==> config.mk <==
export PLATFORM = sky130hd
export DESIGN_NAME = board_lock_flat
export DESIGN_NICKNAME = d
export VERILOG_FILES = /design/src/rtl/board_lock_pkg.sv /design/src/rtl/board_lock_if.sv /design/src/rtl/board_lock_cell_divider.sv /design/src/rtl/board_lock.sv /design/src/flat_wrapper.sv
export SDC_FILE = /design/constraint.sdc
export NUM_CORES = 1
export LEC_CHECK = 0
export ABC_CLOCK_PERIOD_IN_PS = 10200
export CORE_MARGIN = 5
export CORE_UTILIZATION = 45
export DETAILED_ROUTE_END_ITERATION = 6
export SYNTH_ARGS = -nofsm -noshare
export SYNTH_HDL_FRONTEND = slang
export SYNTH_SLANG_ARGS = --single-unit
==> constraint.sdc <==
create_clock -name Clk -period 10.2 [get_ports Clk]
set_clock_uncertainty 0.15 [all_clocks]
set_input_delay 1.02 -clock Clk [delete_from_list [all_inputs] [get_ports Clk]]
set_output_delay 1.02 -clock Clk [all_outputs]
set_load 0.01 [all_outputs]
==> src/rtl/board_lock_pkg.sv <==
// tetris_pkg: playfield geometry, lock-sequence states and shape/score helpers shared by the board stages
package tetris_pkg;

    localparam int CELL = 20;
    localparam int COLS = 9;
    localparam int ROWS = 24;
    localparam int RW   = $clog2(ROWS);
    localparam int CW   = $clog2(COLS);

    localparam logic [9:0] CELL_P = 10'(CELL);
    localparam logic [9:0] COLS_P = 10'(COLS);
    localparam logic [9:0] ROWS_P = 10'(ROWS);
    localparam logic [9:0] XMAX_P = 10'(COLS * CELL);
    localparam logic [9:0] YMAX_P = 10'(ROWS * CELL);

    typedef enum logic [2:0] {IDLE, CONV, WRITE, SCAN, SHIFT, DONE} lock_state_e;

    function automatic logic [3:0] bit_idx(input logic [1:0] r, input logic [1:0] c);
        return {r, c};
    endfunction

    function automatic logic [3:0] score_pts(input logic [2:0] n);
        return n == 3'd0 ? 4'd0 : n == 3'd1 ? 4'd1 : n == 3'd2 ? 4'd3 : n == 3'd3 ? 4'd5 : 4'd8;
    endfunction

endpackage

==> src/rtl/board_lock_if.sv <==
// board_lock_if: piece hand-off, VGA query and status signals between the falling-block stage, the board and the colour mapper
interface board_lock_if;
    logic        lock_req;
    logic [9:0]  Block_X_Pos;
    logic [9:0]  Block_Y_Pos;
    logic [15:0] blockstate;
    logic [9:0]  DrawX;
    logic [9:0]  DrawY;
    logic        busy;
    logic        spawn_req;
    logic        drawCell;
    logic [15:0] lines_cleared;
    logic        game_over;
    logic [15:0] score;

    modport master (
        output lock_req, Block_X_Pos, Block_Y_Pos, blockstate, DrawX, DrawY,
        input  busy, spawn_req, drawCell, lines_cleared, game_over, score
    );

    modport slave (
        input  lock_req, Block_X_Pos, Block_Y_Pos, blockstate, DrawX, DrawY,
        output busy, spawn_req, drawCell, lines_cleared, game_over, score
    );
endinterface

==> src/rtl/board_lock_cell_divider.sv <==
// cell_divider: floor(value / CELL) by repeated subtraction, one CELL per clock
module cell_divider
    import tetris_pkg::*;
(
    input  logic       Clk,
    input  logic       Reset_n,
    input  logic       start,
    input  logic [9:0] value,
    output logic [9:0] quotient,
    output logic       done
);
    logic [9:0] rem_q;
    logic [9:0] quo_q;

    // load on start, then peel off one CELL per cycle until the remainder fits
    always_ff @(posedge Clk or negedge Reset_n) begin
        if (!Reset_n) begin
            rem_q <= '0;
            quo_q <= '0;
        end else if (start) begin
            rem_q <= value;
            quo_q <= '0;
        end else if (rem_q >= CELL_P) begin
            rem_q <= rem_q - CELL_P;
            quo_q <= quo_q + 10'd1;
        end
    end

    assign quotient = quo_q;
    assign done     = !start && rem_q < CELL_P;
endmodule

==> src/rtl/board_lock.sv <==
// board_lock: locks a landed piece into the playfield, clears full rows and requests the next piece; BOARD_SCORE_EN enables scoring
module board_lock
    import tetris_pkg::*;
(
    input logic         Clk,
    input logic         Reset_n,
    board_lock_if.slave bus
);
    lock_state_e     state_q, state_d;
    logic [COLS-1:0] board_q [ROWS];
    logic [COLS-1:0] board_d [ROWS];
    logic [15:0]     shape_q;
    logic [1:0]      wr_q;
    logic [RW-1:0]   idx_q;
    logic [15:0]     lines_q;
    logic            go_q;
    logic [9:0]      row;
    logic [9:0]      col;
    logic            row_done;
    logic            col_done;
    logic            accept;
    logic            hit;
    logic            full;
    logic [9:0]      trow;
    logic [9:0]      tcol;

    assign accept = state_q == IDLE && bus.lock_req;
    assign full   = &board_q[idx_q];
    assign trow   = row + 10'(wr_q);

    cell_divider u_div_x (
        .Clk      (Clk),
        .Reset_n  (Reset_n),
        .start    (accept),
        .value    (bus.Block_X_Pos),
        .quotient (col),
        .done     (col_done)
    );

    cell_divider u_div_y (
        .Clk      (Clk),
        .Reset_n  (Reset_n),
        .start    (accept),
        .value    (bus.Block_Y_Pos),
        .quotient (row),
        .done     (row_done)
    );

    // WRITE drops one shape row onto the board; SHIFT pulls every row above k down by one
    always_comb begin
        board_d = board_q;
        hit     = 1'b0;
        tcol    = '0;
        if (state_q == WRITE && trow < ROWS_P) begin
            for (int c = 0; c < 4; c++) begin
                tcol = col + 10'(c);
                if (shape_q[bit_idx(wr_q, 2'(c))] && tcol < COLS_P) begin
                    hit = hit | board_q[RW'(trow)][CW'(tcol)];
                    board_d[RW'(trow)][CW'(tcol)] = 1'b1;
                end
            end
        end
        if (state_q == SHIFT) begin
            for (int j = 1; j < ROWS; j++)
                if (RW'(j) <= idx_q) board_d[j] = board_q[j-1];
            board_d[0] = '0;
        end
    end

    // sequence: accept, convert, write four rows, scan bottom-up with shifts, announce
    always_comb begin
        state_d = state_q;
        case (state_q)
            IDLE:    state_d = bus.lock_req ? CONV : IDLE;
            CONV:    state_d = (row_done && col_done) ? WRITE : CONV;
            WRITE:   state_d = wr_q == 2'd3 ? SCAN : WRITE;
            SCAN:    state_d = full ? SHIFT : (idx_q == '0 ? DONE : SCAN);
            SHIFT:   state_d = SCAN;
            DONE:    state_d = IDLE;
            default: state_d = IDLE;
        endcase
    end

    // state register
    always_ff @(posedge Clk or negedge Reset_n) begin
        if (!Reset_n) state_q <= IDLE;
        else          state_q <= state_d;
    end

    // board, latched shape, row cursors and the line / collision status
    always_ff @(posedge Clk or negedge Reset_n) begin
        if (!Reset_n) begin
            board_q <= '{default: '0};
            shape_q <= '0;
            wr_q    <= '0;
            idx_q   <= '0;
            lines_q <= '0;
            go_q    <= 1'b0;
        end else begin
            board_q <= board_d;
            if (accept) begin
                shape_q <= bus.blockstate;
                wr_q    <= '0;
                idx_q   <= RW'(ROWS - 1);
            end
            if (state_q == WRITE) begin
                wr_q <= wr_q + 2'd1;
                go_q <= go_q | hit;
            end
            if (state_q == SCAN && !full && idx_q != '0) idx_q <= idx_q - RW'(1);
            if (state_q == SHIFT && lines_q != 16'hFFFF) lines_q <= lines_q + 16'd1;
        end
    end

`ifdef BOARD_SCORE_EN
    logic [2:0]  cnt_q;
    logic [15:0] score_q;
    logic [16:0] sum;

    assign sum = {1'b0, score_q} + 17'(score_pts(cnt_q));

    // rows cleared by this lock, turned into points once the board settles
    always_ff @(posedge Clk or negedge Reset_n) begin
        if (!Reset_n) begin
            cnt_q   <= '0;
            score_q <= '0;
        end else begin
            if (accept) cnt_q <= '0;
            else if (state_q == SHIFT && cnt_q != 3'd7) cnt_q <= cnt_q + 3'd1;
            if (state_q == DONE) score_q <= sum[16] ? 16'hFFFF : sum[15:0];
        end
    end

    assign bus.score = score_q;
`else
    assign bus.score = '0;
`endif

    assign bus.busy          = state_q != IDLE;
    assign bus.spawn_req     = state_q == DONE;
    assign bus.lines_cleared = lines_q;
    assign bus.game_over     = go_q;
    assign bus.drawCell      = (bus.DrawX < XMAX_P && bus.DrawY < YMAX_P) ?
                               board_q[RW'(bus.DrawY / CELL_P)][CW'(bus.DrawX / CELL_P)] : 1'b0;
endmodule
==> src/flat_wrapper.sv <==
// flat-port wrapper written by rule: the top's interface ports become plain ports
module board_lock_flat import tetris_pkg::*;
  (Clk, Reset_n, bus_lock_req, bus_Block_X_Pos, bus_Block_Y_Pos, bus_blockstate, bus_DrawX, bus_DrawY, bus_busy, bus_spawn_req, bus_drawCell, bus_lines_cleared, bus_game_over, bus_score);
  board_lock_if bus_i ();
  input logic Clk;
  input logic Reset_n;
  input wire logic [$bits(bus_i.lock_req)-1:0] bus_lock_req;
  input wire logic [$bits(bus_i.Block_X_Pos)-1:0] bus_Block_X_Pos;
  input wire logic [$bits(bus_i.Block_Y_Pos)-1:0] bus_Block_Y_Pos;
  input wire logic [$bits(bus_i.blockstate)-1:0] bus_blockstate;
  input wire logic [$bits(bus_i.DrawX)-1:0] bus_DrawX;
  input wire logic [$bits(bus_i.DrawY)-1:0] bus_DrawY;
  output wire logic [$bits(bus_i.busy)-1:0] bus_busy;
  output wire logic [$bits(bus_i.spawn_req)-1:0] bus_spawn_req;
  output wire logic [$bits(bus_i.drawCell)-1:0] bus_drawCell;
  output wire logic [$bits(bus_i.lines_cleared)-1:0] bus_lines_cleared;
  output wire logic [$bits(bus_i.game_over)-1:0] bus_game_over;
  output wire logic [$bits(bus_i.score)-1:0] bus_score;
  assign bus_i.lock_req = bus_lock_req;
  assign bus_i.Block_X_Pos = bus_Block_X_Pos;
  assign bus_i.Block_Y_Pos = bus_Block_Y_Pos;
  assign bus_i.blockstate = bus_blockstate;
  assign bus_i.DrawX = bus_DrawX;
  assign bus_i.DrawY = bus_DrawY;
  assign bus_busy = bus_i.busy;
  assign bus_spawn_req = bus_i.spawn_req;
  assign bus_drawCell = bus_i.drawCell;
  assign bus_lines_cleared = bus_i.lines_cleared;
  assign bus_game_over = bus_i.game_over;
  assign bus_score = bus_i.score;
  board_lock u_core (.Clk(Clk), .Reset_n(Reset_n), .bus(bus_i));
endmodule
==> results by group <==
Outcome
  – Result of the run: complete, no violations

Logic synthesis
  – Number of distinct library cell variants in the gate-level netlist after synthesis: 95
  – Most common library cells after synthesis: 437 x nand2_1, 299 x dfrtp_1, 281 x o21ai_0, 269 x a21oi_1, 129 x mux4_2
  – Leading area contributor after synthesis: dfrtp_1
  – Proportion of synthesized chip area in sequential cells: 35.49%
  – Count of flip-flops with a built-in enable after synthesis: 0
  – Cell area after technology mapping: approximately 0.021 mm²
  – Area share of the largest cell type after synthesis: 35.49%
  – Number of standard cells after synthesis: 2366
  – Most common cell in the netlist: nand2_1
  – Post-synthesis register bit count: about 300
  – Warning count from the yosys run: 0
  – Main flop type after synthesis: dfrtp_1
  – Async S/R FF share, synth: between 90% and 100%
  – Avg Cell Area, Syn: just under 9 µm²
  – Dominant cells by area after synthesis: dfrtp_1 35%, mux4_2 14%, nand2_1 7.8%, o21ai_0 6.7%, a21oi_1 6.4%

GRT
  – Wire length of the first global-routing pass: 112.7 mm
  – Pin count of the biggest net entering global routing: 142
  – Antenna violations before repair: 0
  – Number of global-route vias before repair: between 15000 and 20000
  – Total routing resource utilization after global routing: roughly 29%
  – Total overflow reported by the global router: 0

Pwr
  – Leakage power: 9.371 nW
  – Sum of internal, switching and leakage power: 4.785 mW
  – Pwr/cell area: roughly 200 mW/mm²
  – Maximum ir drop on the vdd rail: 0.1823 mV

Worst setup path
  – Worst-path cell chain: clkdlybuf4s50_1 -> or3b_1 -> or3b_1 -> nand2_1 -> nor2_1 -> or4_4 -> nand2_4 -> buf_4 -> mux4_2 -> a21oi_1 -> o21ai_0 -> o211ai_1 -> a221oi_2 -> o31a_1 -> clkdlybuf4s50_1
  – Largest delay contributor family on the critical path: simple AND/OR/NAND/NOR gates
  – Crit path buffers/inverters: 3
  – WP data required: 9.03 ns
  – Crit-path max FO: 48
  – Largest stage delay on the critical path: around 0.86 ns
  – Slowest cell on the critical path: clkdlybuf4s50_1
  – Critical setup path kind: in2out
  – Data arrival at the endpoint of the critical path: 6.67 ns
  – Kind of start point of the critical path: input pin
  – Kind of capture point of the worst setup path: output pin

Route
  – DRT met1 WL: 30.51 mm
  – Detailed router's first-iteration violation count: 2306
  – Detailed-routed wire length on met3: 8.098 mm
  – DR WL/cell: 24.91 µm
  – Total number of vias: 19468
  – Top layer reached by signal wires: met4
  – Vias per std cell: 6.500
  – Number of search-and-repair iterations in the first detailed-routing pass: 6
  – Met2 wirelength from detailed routing: 32.45 mm
  – Routed Antenna Nets: 0
  – Drc violations: 0
  – Total wire length after detailed routing: 74.60 mm

STA
  – Slew at the pin closest to its max-slew limit: 1.312 ns
  – Setup repair after global routing missed its margin: false
  – Final number of max-transition violations: 0
  – Tightest slew margin relative to the limit: 11.92%
  – Total negative slack for setup checks: 0 ns
  – Ratio of final minimum period to clock period: 76.88%
  – Final setup violation count: 0
  – Final-report hold violation count: 0
  – Tmin final: 7.842 ns
  – FMAX: 127.5 MHz

Floorplan
  – # rows: 79
  – Floorplan Core Area: 0.04646 mm²
  – Effective utilization at floorplan: 45.38%
  – Height of the die: 226.5 µm
  – Die Footprint: 0.05128 mm²
  – Number of placed I/O pins: 95
  – Die outline width: 226.5 µm

Finish
  – Post-layout instance count excluding filler cells: roughly 3000
  – Area delta synth->final: 10.75%
  – Final standard cell area without fillers: 0.02335 mm²
  – Fraction of final layout cells with drive strength greater than 1: between 10% and 20%
  – Number of nets in the layout: 2443
  – Fill cell count: 4397

Hold path
  – Min-Delay Path Class: in2async

Clocking
  – Clock H-tree levels: 2
  – CTS tree: done
  – Worst-path clk slew: 0.05 ns
  – Number of setup buffers added after CTS: 0
  – Hold-fix buffers, CTS: 0
  – Sink count of the clock tree: 299
  – Number of clock buffers inserted by TritonCTS: 37
  – Clk root buf: clkbuf_16
  – Total of cells resized after clock tree synthesis: 0
  – Longest Clk Path Bufs: 3
  – Insertion delay to the later sink of the worst-skew pair: 0.57 ns

Place
  – # port buffers: 74
  – HPWL Detailed: 50.00 mm
  – Routability-driven placement congestion ratio: 0.9915
  – Cell count after placement: 2928
  – Placed inst area: between 0.02 and 0.025 mm²

Flow run
  – Number of max-cap violations: 0
[through the flow]
stage / utilization, % / hold slack (ns) / worst slack (ns)
after floorplan: - / 0.2903 / 4.824
final: 50.26 / 0.3162 / 2.358
after detailed placement: 47.76 / 0.3092 / 2.404
after global routing: 50.25 / 0.3410 / 2.099
after CTS: 50.25 / 0.3231 / 2.395
after global placement: 47.76 / 0.2916 / 2.480
[where the power goes]
group / switching (mW) / internal (mW)
registers: 0.184 / 1.30
clock network: 0.531 / 0.752
logic: 1.29 / 0.731
[sequential cells by signal, summed over array words and instances (netlist names)]
register / count
u_core.u_div_x.quotient: 10
u_core.shape_q: 16
u_core.wr_q: 2
u_core.state_q: 3
u_core.bus.lines_cleared: 16
u_core.board_q: 216
u_core.u_div_y.quotient: 10
u_core.u_div_y.rem_q: 10
u_core.bus.game_over: 1
u_core.idx_q: 5
u_core.u_div_x.rem_q: 10
[logic make-up (layout without fill, tap and decap cells)]
logic type	after synthesis	in the layout	share of synthesized area (%)
AO/OA/AOI/OAI	732	732	20.01
XOR/XNOR	57	57	2.368
adder cells (fa/ha/maj)	25	25	1.507
buffers and inverters	218	224	4.825
flip-flops	299	299	35.49
multiplexers	218	218	18.33
other	1	17	0.01779
AND/OR/NAND/NOR	816	816	17.45
[cell usage in the layout (no fill, tap or decap), types with 6 or more instances in the layout]
| cell | count |
|---|---|
| nor2_1 | 128 |
| nand2b_1 | 21 |
| nor2b_1 | 10 |
| and2_1 | 9 |
| nor3_1 | 40 |
| inv_1 | 33 |
| clkdlybuf4s50_1 | 73 |
| nand3_1 | 61 |
| a22oi_1 | 15 |
| ha_1 | 22 |
| o22ai_1 | 21 |
| xor2_1 | 24 |
| conb_1 | 16 |
| nand4_1 | 20 |
| mux2i_1 | 70 |
| mux4_2 | 129 |
| clkinv_2 | 6 |
| a311oi_1 | 8 |
| o31ai_1 | 9 |
| and3_1 | 22 |
| clkbuf_1 | 13 |
| o211ai_1 | 12 |
| mux2_2 | 13 |
| clkbuf_8 | 7 |
| nor4_1 | 8 |
| clkbuf_16 | 39 |
| o21ai_0 | 281 |
| dfrtp_1 | 297 |
| nand3b_1 | 8 |
| xnor2_1 | 33 |
| a31oi_1 | 23 |
| or3_1 | 9 |
| a211oi_1 | 10 |
| a21o_1 | 7 |
| nand2_1 | 436 |
| buf_4 | 44 |
| a21oi_1 | 264 |
[metal layers]
layer  vias up  global-route usage (%)
met2      1031                   41.67
met1      9569                   40.44
li1       8678                       -
met5         -                       0
met3       190                   7.457
met4         0                   12.17
[final timing paths]
kind	from	slack [ns]	depth (start not counted)	endpoint
worst max-delay path	bus_DrawY[9]	2.36	15	bus_drawCell
worst min-delay path	Reset_n	0.32	1	u_core.board_q[120]$_DFF_PN0_
worst max register to register	u_core.wr_q[0]$_DFFE_PN0P_	4.79	13	u_core.bus.game_over$_DFFE_PN0P_
worst min register to register	u_core.shape_q[10]$_DFFE_PN0P_	0.32	2	u_core.shape_q[10]$_DFFE_PN0P_
max in group asynchronous	Reset_n	7.60	3	u_core.u_div_y.rem_q[8]$_DFFE_PN0P_
min in group Clk	u_core.shape_q[10]$_DFFE_PN0P_	0.32	2	u_core.shape_q[10]$_DFFE_PN0P_
[cell type report]
cell class	instances	area [µm²]	share of cell area, %
Multi-Input combinational cell	1864	12700	54.39
Sequential cell	299	7485	32.06
Clock buffer	59	1121	4.801
Timing Repair Buffer	119	1096	4.694
Tap cell	607	759.5	3.253
Inverter	39	146.4	0.6270
Clock inverter	7	38.79	0.1661
Antenna cell	1	2.502	0.01072
(Power assumes the default switching activity.)
